## config.mk

```make
export PLATFORM = sky130hd
export DESIGN_NAME = ex_reg
export DESIGN_NICKNAME = d
export VERILOG_FILES = /design/src/rtl/ex_reg.sv
export SDC_FILE = /design/constraint.sdc
export NUM_CORES = 1
export LEC_CHECK = 0
export ABC_AREA = 1
export CORE_ASPECT_RATIO = 0.7
export CORE_MARGIN = 1
export CORE_UTILIZATION = 37
export DETAILED_ROUTE_END_ITERATION = 12
export GPL_ROUTABILITY_DRIVEN = 0
export PLACE_DENSITY = 0.74
export SETUP_SLACK_MARGIN = 0.02
export SYNTH_ARGS = -nofsm -noshare
export SYNTH_HDL_FRONTEND = slang
export SYNTH_SLANG_ARGS = --single-unit
```

## constraint.sdc

```tcl
create_clock -name clk -period 1.4 [get_ports clk]
set_input_delay 0.28 -clock clk [delete_from_list [all_inputs] [get_ports clk]]
set_output_delay 0.28 -clock clk [all_outputs]
set_load 0.05 [all_outputs]
```

## src/rtl/ex_reg.sv

```systemverilog
// EX/MEM pipeline register: latches the ALU result with the ID control fields.
// It turns a signed ADD/SUB overflow into an OVERFLOW exception and counts those events.
module ex_reg #(
  parameter int WORD_W     = 32,
  parameter int REG_ADDR_W = 5,
  parameter int OFCNT_W    = 16
) (
  input  logic                  clk,
  input  logic                  reset,
  input  logic [WORD_W-1:0]     alu_out,
  input  logic                  alu_of,
  input  logic                  stall,
  input  logic                  flush,
  input  logic                  int_detect,
  input  logic [WORD_W-1:0]     id_pc,
  input  logic                  id_en,
  input  logic                  id_br_flag,
  input  logic [1:0]            id_mem_op,
  input  logic [WORD_W-1:0]     id_mem_wr_data,
  input  logic [1:0]            id_ctrl_op,
  input  logic [REG_ADDR_W-1:0] id_dst_addr,
  input  logic                  id_gpr_we_,
  input  logic [2:0]            id_exp_code,
  output logic [WORD_W-1:0]     ex_pc,
  output logic                  ex_en,
  output logic                  ex_br_flag,
  output logic [1:0]            ex_mem_op,
  output logic [WORD_W-1:0]     ex_mem_wr_data,
  output logic [1:0]            ex_ctrl_op,
  output logic [REG_ADDR_W-1:0] ex_dst_addr,
  output logic                  ex_gpr_we_,
  output logic [2:0]            ex_exp_code,
  output logic [WORD_W-1:0]     ex_out,
  output logic [OFCNT_W-1:0]    ex_of_cnt
);

  localparam logic [2:0] EXP_OVERFLOW = 3'd3;

  logic [WORD_W-1:0]     pc_q, pc_d;
  logic                  en_q, en_d;
  logic                  br_flag_q, br_flag_d;
  logic [1:0]            mem_op_q, mem_op_d;
  logic [WORD_W-1:0]     mem_wr_data_q, mem_wr_data_d;
  logic [1:0]            ctrl_op_q, ctrl_op_d;
  logic [REG_ADDR_W-1:0] dst_addr_q, dst_addr_d;
  logic                  gpr_we_q, gpr_we_d;
  logic [2:0]            exp_code_q, exp_code_d;
  logic [WORD_W-1:0]     out_q, out_d;
  logic [OFCNT_W-1:0]    of_cnt_q, of_cnt_d;

  // Next-state selection: stall, then bubble, then overflow capture, then pass-through.
  always_comb begin
    pc_d          = pc_q;
    en_d          = en_q;
    br_flag_d     = br_flag_q;
    mem_op_d      = mem_op_q;
    mem_wr_data_d = mem_wr_data_q;
    ctrl_op_d     = ctrl_op_q;
    dst_addr_d    = dst_addr_q;
    gpr_we_d      = gpr_we_q;
    exp_code_d    = exp_code_q;
    out_d         = out_q;
    of_cnt_d      = of_cnt_q;
    if (stall) begin
      of_cnt_d = of_cnt_q;
    end else if (flush || int_detect) begin
      pc_d          = id_pc;
      en_d          = 1'b0;
      br_flag_d     = 1'b0;
      mem_op_d      = 2'b00;
      mem_wr_data_d = {WORD_W{1'b0}};
      ctrl_op_d     = 2'b00;
      dst_addr_d    = {REG_ADDR_W{1'b0}};
      gpr_we_d      = 1'b1;
      exp_code_d    = 3'd0;
      out_d         = {WORD_W{1'b0}};
    end else if (alu_of && id_en) begin
      // The faulting instruction keeps its pc but loses every side effect.
      pc_d          = id_pc;
      en_d          = 1'b1;
      br_flag_d     = 1'b0;
      mem_op_d      = 2'b00;
      mem_wr_data_d = {WORD_W{1'b0}};
      ctrl_op_d     = 2'b00;
      dst_addr_d    = {REG_ADDR_W{1'b0}};
      gpr_we_d      = 1'b1;
      exp_code_d    = EXP_OVERFLOW;
      out_d         = {WORD_W{1'b0}};
      if (&of_cnt_q) begin
        of_cnt_d = of_cnt_q;
      end else begin
        of_cnt_d = of_cnt_q + {{(OFCNT_W-1){1'b0}}, 1'b1};
      end
    end else begin
      pc_d          = id_pc;
      en_d          = id_en;
      br_flag_d     = id_br_flag;
      mem_op_d      = id_mem_op;
      mem_wr_data_d = id_mem_wr_data;
      ctrl_op_d     = id_ctrl_op;
      dst_addr_d    = id_dst_addr;
      gpr_we_d      = id_gpr_we_;
      exp_code_d    = id_exp_code;
      out_d         = alu_out;
    end
  end

  // State registers with asynchronous active-low reset.
  always_ff @(posedge clk or negedge reset) begin
    if (!reset) begin
      pc_q          <= {WORD_W{1'b0}};
      en_q          <= 1'b0;
      br_flag_q     <= 1'b0;
      mem_op_q      <= 2'b00;
      mem_wr_data_q <= {WORD_W{1'b0}};
      ctrl_op_q     <= 2'b00;
      dst_addr_q    <= {REG_ADDR_W{1'b0}};
      gpr_we_q      <= 1'b1;
      exp_code_q    <= 3'd0;
      out_q         <= {WORD_W{1'b0}};
      of_cnt_q      <= {OFCNT_W{1'b0}};
    end else begin
      pc_q          <= pc_d;
      en_q          <= en_d;
      br_flag_q     <= br_flag_d;
      mem_op_q      <= mem_op_d;
      mem_wr_data_q <= mem_wr_data_d;
      ctrl_op_q     <= ctrl_op_d;
      dst_addr_q    <= dst_addr_d;
      gpr_we_q      <= gpr_we_d;
      exp_code_q    <= exp_code_d;
      out_q         <= out_d;
      of_cnt_q      <= of_cnt_d;
    end
  end

  assign ex_pc          = pc_q;
  assign ex_en          = en_q;
  assign ex_br_flag     = br_flag_q;
  assign ex_mem_op      = mem_op_q;
  assign ex_mem_wr_data = mem_wr_data_q;
  assign ex_ctrl_op     = ctrl_op_q;
  assign ex_dst_addr    = dst_addr_q;
  assign ex_gpr_we_     = gpr_we_q;
  assign ex_exp_code    = exp_code_q;
  assign ex_out         = out_q;
  assign ex_of_cnt      = of_cnt_q;

endmodule
```

==> impl_metrics.toml, run 1 <==
[run_status]
outcome = "finished, violations left"
violations = "setup timing"

[placement]
dp_hpwl_um = 12500
dp_cells = 1066
io_buffers = 243

[sta]
slew_headroom_pct = 68.0
finalHoldViolations = 0
fin_ws_ns = -0.00837
rsz0062_at_grt = "yes"
skew_ns = 0.00468
max_freq_ghz = 0.710
tightest_slew_ns = 0.480
slew_viol_final = 0
finalSetupTns_ns = -0.00837
finalCriticalPeriod_ns = 1.41
period_share_pct = 101
timing.hold.ws_ns = 0.367
setup_viol = 1

[setup_path]
endpoint_kind = "output port"
rrSetupSlack_ns = 0.02
r2r_cells = 8
required_ns = 1.12
worstPathArrival_ns = 1.13
r2r_start = "ex_of_cnt[0]"
worst-setup-path-type = "reg2out"
critPathMaxFanout = 5
cp-start-kind = "flop"
r2r-end = "ex_of_cnt[12]"

[clock_network]
cts_tree = "yes"
clk_path_buf_depth = 2
cts_buffers = 17
htree_levels = 4
insertion_delay_ns = 0.40
tritoncts_num_sinks = 127
clkTransAtPathRegs_ns = 0.06
cts_root_buffer = "clkbuf_16"

[synth]
syn_nets = 745
synth.most_common_cell = "nand2_1"
yosysWarningCount = 0
synth.area.top_cells = "dfrtp_1 (60%), nand2_1 (23%), o21ai_0 (7.3%), nor2_1 (1.2%), buf_2 (1.1%)"
yosys.area.top_type = "dfrtp_1"
seq_area_frac_synth_pct = 60.1
ys_types = 25
netlist_instances = 627
synth_area_mm2 = 0.00529
ys_ff_latch = 127
synth_edf_count = 0
synth.top_cell.area_share_pct = 59.6
yosys_most_used_dff = "dfrtp_1"
yosys-top-cells-count = "nand2_1 (318), dfrtp_1 (126), o21ai_0 (77)"
synth-async-reset-ratio_pct = 100
syn-mean-instance-area_um2 = 8.43

[detailed_routing]
vias_per_cell = 4.73
drtIter0Drc = 304
ant_nets = 0
drcViolationCount = 0
routedWlPerCell_um = 15.6
drt_first_pass_iters = 5
finalWirelength_um = 17400
num_vias = 5251

[layout]
nets = 1025
drive_gt1_share_pct = 27.5
diodes = 0
stdcell_count = 1110
syn_to_final_growth_pct = 94.8

[pwr]
p_leak_nw = 4.81
pwr-share-comb_pct = 23.9
seq_power_share_pct = 36.5
p_switching_mw = 3.27
clock_power_share_pct = 39.6
switching_share_pct = 28.7
vdd_drop_max_mv = 0.817
p_per_area_mw_per_mm2 = 1100
p_int_mw = 8.11

[floorplan]
ios = 244
dieArea_mm2 = 0.0148
fp-row-count = 36
dieWidth_um = 145
start_util_pct = 38.0
die_h_um = 102
core-area_mm2 = 0.0139

[grt]
grt_pass1_vias = 5219
grt-ovfl-total = 0
grt_max_degree = 111
grt_util_all_layers_pct = 24.1
grt_first_pass_wirelength_um = 26800
antenna_found_initial = 0

[worst_hold_path]
hp-class = "in2async"

[flow_run]
maxCapViolCount = 0
## placed cells by master (no fill, tap or decap), drive strengths merged
cell             n
dfstp            1
nand3b           2
dfrtp          126
buf            179
nor2            21
clkdlybuf4s50  114
nand3           10
and2             1
dlygate4sd3      1
xnor2            3
nand2          319
bufinv           3
inv             22
o21ai           78
a22o             1
a21oi            2
ha               1
nand4            7
clkinv           3
clkbuf          20
xor2             2
clkinvlp         4
## repair_timing
item	4_1_cts	5_1_grt
buffers inserted	6	6
endpoints found under the setup margin	14	28
hold buffers	1	0
gates resized for setup	12	16
endpoints found under the hold margin	19	0
pin swaps	0	5
## layout make-up
type	count	area, um2
clock inverter	12	160
inverter	20	75.1
tap	190	238
clock buffer	20	447
multi-input combinational	447	1970
timing repair buffer	294	4210
sequential	127	3200
fill	958	3620
## metrics by stage
step | instance area, um2 | worst slack (ns) | util, % | total power, mW
finish | 10300 | -0.00837 | 74.0 | 11.4
global route | 10300 | -0.0544 | 74.0 | 11.8
CTS | 10200 | -0.0301 | 73.3 | 11.5
detailed placement | 9500 | -0.296 | 68.2 | 6.93
global placement | 9500 | -0.245 | 68.2 | 6.89
floorplan | 5340 | -0.0149 | - | 5.25
## logic make-up after synthesis
kind of cell               Yosys count  share of synthesized area [%]
AOI/OAI and AO/OA                   81                           7.81
xor gates and xnor gates             5                          0.829
adders and majority gates            1                          0.237
buffers and inverters               53                           4.33
DFF                                127                           60.1
and+or+nand+nor                    360                           26.7
## state kept, by name, indices dropped and copies added (netlist names)
register        flops
ex_of_cnt          16
ex_br_flag          1
ex_mem_op           2
ex_exp_code         3
ex_pc              32
ex_ctrl_op          2
ex_gpr_we_          1
ex_mem_wr_data     32
ex_out             32
ex_dst_addr         5
ex_en               1
## per-layer routing
metal,vias to the layer above,GRT usage (%),share of wire (%)
met5,-,0,0
met4,0,7.69,1.7
met3,25,9.75,9.2
met2,206,40.9,49
met1,2485,27.9,40
li1,2535,-,-
## worst max-delay path, cell delays in order, from the launching register on
cell     delay (ns)
dfrtp_2        0.46
buf_6          0.14
buf_12         0.13
## how the worst max path moves through the flow
stage / from / endpoint / depth (start not counted)
final: ex_of_cnt[7] / ex_of_cnt[7] / 2
after global routing: ex_of_cnt[3] / ex_of_cnt[10] / 7
after CTS: ex_of_cnt[7] / ex_of_cnt[7] / 2
after detailed placement: id_en / ex_of_cnt[11] / 9
after global placement: id_en / ex_of_cnt[15] / 9
after floorplan: ex_of_cnt[0] / ex_of_cnt[7] / 7
## power by group through the flow
stage	Sequential [mW]	Combinational, mW	Clock [mW]
global route	4.18	2.88	4.76
floorplan	4.88	0.364	0
CTS	4.16	2.74	4.60
detailed placement	4.22	2.71	0
global placement	4.20	2.69	0
finish	4.15	2.72	4.50
Note: power is estimated with default switching activity, not from simulation.
==> inputs of run 2 (changes only) <==
- ABC_AREA: 1 -> unset
- CORE_MARGIN: 1 -> 2
- CORE_UTILIZATION: 37 -> 36
==> run 2 against run 1 <==
  * The flow still finishes with violations (setup timing)
  * Cell area decreased by 0.95%
  * Clock power increased by 15%
  * Sequential cell count unchanged
==> impl_metrics.toml, run 2 <==
[run_status]
outcome = "finished, violations left"
violations = "setup timing"

[detailed_routing]
drcViolationCount = 0
ant_nets = 0
drt_first_pass_iters = 4
vias_per_cell = 5.07
num_vias = 4127
routedWlPerCell_um = 21.3
drtIter0Drc = 172
finalWirelength_um = 17300

[layout]
layout_commonest_cell = "buf_12"
drive_gt1_share_pct = 46.9
final_util_pct = 77.9
fin_area_mm2 = 0.0102
nets = 753
diodes = 0
stdcell_count = 814
final_cell_mix = "buf_12 (132), dfrtp_1 (112), clkdlybuf4s50_1 (112)"
syn_to_final_growth_pct = 113

[sta]
slew_viol_final = 0
timing.hold.ws_ns = 0.131
finalHoldViolations = 0
rsz0062_at_grt = "yes"
setup_viol = 19
max_freq_ghz = 0.553
slew_headroom_pct = 60.4
finalCriticalPeriod_ns = 1.81
tightest_slew_ns = 0.594
skew_ns = 0.00854
period_share_pct = 129
fin_ws_ns = -0.408
finalSetupTns_ns = -4.91

[floorplan]
core-area_mm2 = 0.0131
ios = 244
dieArea_mm2 = 0.0143
die_h_um = 101
dieWidth_um = 142
start_util_pct = 36.6
fp-row-count = 35

[clock_network]
cts_tree = "yes"
htree_levels = 4
tritoncts_num_sinks = 127
cts_root_buffer = "clkbuf_16"
clk_path_buf_depth = 2
cts_buffers = 17
insertion_delay_ns = 0.40
clkTransAtPathRegs_ns = 0.06

[synth]
ys_ff_latch = 127
netlist_instances = 323
yosys_most_used_dff = "dfrtp_1"
yosys-top-cells-count = "dfrtp_1 (126), a22o_1 (76), mux2_2 (33)"
syn_nets = 441
seq_area_frac_synth_pct = 66.4
synth.area.top_cells = "dfrtp_1 (66%), a22o_1 (14%), mux2_2 (7.8%), xor2_1 (2.0%), clkbuf_1 (1.2%)"
synth.most_common_cell = "dfrtp_1"
synth.top_cell.area_share_pct = 65.8
ys_types = 30
synth-async-reset-ratio_pct = 100
synth_edf_count = 0
syn-mean-instance-area_um2 = 14.8
yosysWarningCount = 0
synth_area_mm2 = 0.00479
yosys.area.top_type = "dfrtp_1"

[pwr]
p_switching_mw = 3.53
p_int_mw = 9.06
vdd_drop_max_mv = 0.926
p_total_mw = 12.6
seq_power_share_pct = 33.5
switching_share_pct = 28.0
p_leak_nw = 4.58
pwr-share-comb_pct = 25.5
clock_power_share_pct = 41.0
p_per_area_mw_per_mm2 = 1230

[grt]
grt_max_degree = 114
grt_util_all_layers_pct = 24.9
antenna_found_initial = 0
grt-ovfl-total = 0
grt_pass1_vias = 4614
grt_first_pass_wirelength_um = 26700

[worst_hold_path]
hold_end = "ex_exp_code[0]"
hp-class = "in2reg"
min_from = "int_detect"
whs_path_depth = 2

[placement]
io_buffers = 243
place_area_mm2 = 0.00905
dp_slack_ns = -0.805
dp_cells = 752
dp_hpwl_um = 11200

[setup_path]
worst-setup-path-type = "reg2reg"
r2r-end = "ex_of_cnt[6]"
cp-start-kind = "flop"
r2r_cells = 9
rrSetupSlack_ns = -0.41
r2r_start = "ex_of_cnt[0]"
critPathMaxFanout = 5
worstPathArrival_ns = 2.11
required_ns = 1.70
endpoint_kind = "flop"

[flow_run]
maxCapViolCount = 0
[run 2: cell count changes in the layout (fill, tap and decap cells not counted), moves of 4 or more]
cell / before / now
a22o_1: 1 / 76
buf_6: 13 / 21
nand2_2: 6 / 0
nor2_2: 4 / 0
mux2_2: 0 / 33
xor2_1: 2 / 11
inv_2: 5 / 0
inv_1: 15 / 1
nand3_1: 7 / 3
nand2_1: 311 / 8
nor2_1: 12 / 2
o21ai_0: 77 / 0
buf_4: 33 / 42
buf_16: 0 / 4
[run 2: worst max-delay path by stage]
stage	startpoint	to	cells past startpoint
floorplan	ex_of_cnt[2]	ex_of_cnt[10]	5
global placement	int_detect	ex_of_cnt[10]	5
detailed placement	int_detect	ex_of_cnt[11]	5
CTS	ex_of_cnt[3]	ex_of_cnt[15]	6
global route	ex_of_cnt[0]	ex_of_cnt[6]	9
finish	ex_of_cnt[0]	ex_of_cnt[6]	9
[run 2: cells by family (layout without fill, tap and decap cells)]
group,after synthesis,in the layout,synth area share [%]
multiplexers,33,33,7.76
adder cells (fa/ha/maj),1,1,0.261
flip-flops,127,127,66.4
XOR/XNOR,14,14,2.56
buffers and inverters,24,349,2.06
AO/OA/AOI/OAI,83,83,14.8
AND/OR/NAND/NOR,41,41,6.16
[run 2: power by group through the flow]
stage | logic (mW) | clock network [mW] | registers (mW)
4_1_cts | 3.22 | 5.24 | 4.21
2_1_floorplan | 0.365 | 0 | 5.04
3_5_place_dp | 3.01 | 0 | 4.27
5_1_grt | 3.34 | 5.42 | 4.24
3_3_place_gp | 2.95 | 0 | 4.25
6_report | 3.21 | 5.16 | 4.22
[run 2: per-layer routing]
metal | GRT usage (%) | part of all wire (%)
met1 | 30.7 | 39
met2 | 41.6 | 51
met3 | 9.55 | 8.4
met4 | 6.38 | 1.2
met5 | 0 | 0
[run 2: cell type report]
class	count	area [um2]
fillers	726	2890
inverters	2	10.0
clock inverters	12	230
clock buffers	20	457
repair buffers	315	4460
multi-input cells	172	1640
flip-flops and latches	127	3200
well taps	166	208
[run 2: critical path, cell delays in order (launching register included)]
cell and delay [ns]:
dfrtp_2 0.43, ha_4 0.18, inv_4 0.06, nor3_4 0.04, nor3b_4 0.16, buf_6 0.13
buf_4 0.13, buf_6 0.11, nor4b_4 0.24, xor2_1 0.22
[run 2: repair_timing]
action | 4_1_cts | 5_1_grt
gates cloned | 4 | 0
hold buffers | 1 | 0
resized for setup | 44 | 14
pin swaps | 17 | 13
endpoints found under the setup margin | 108 | 71
setup buffers | 20 | 16
endpoints found under the hold margin | 126 | 0
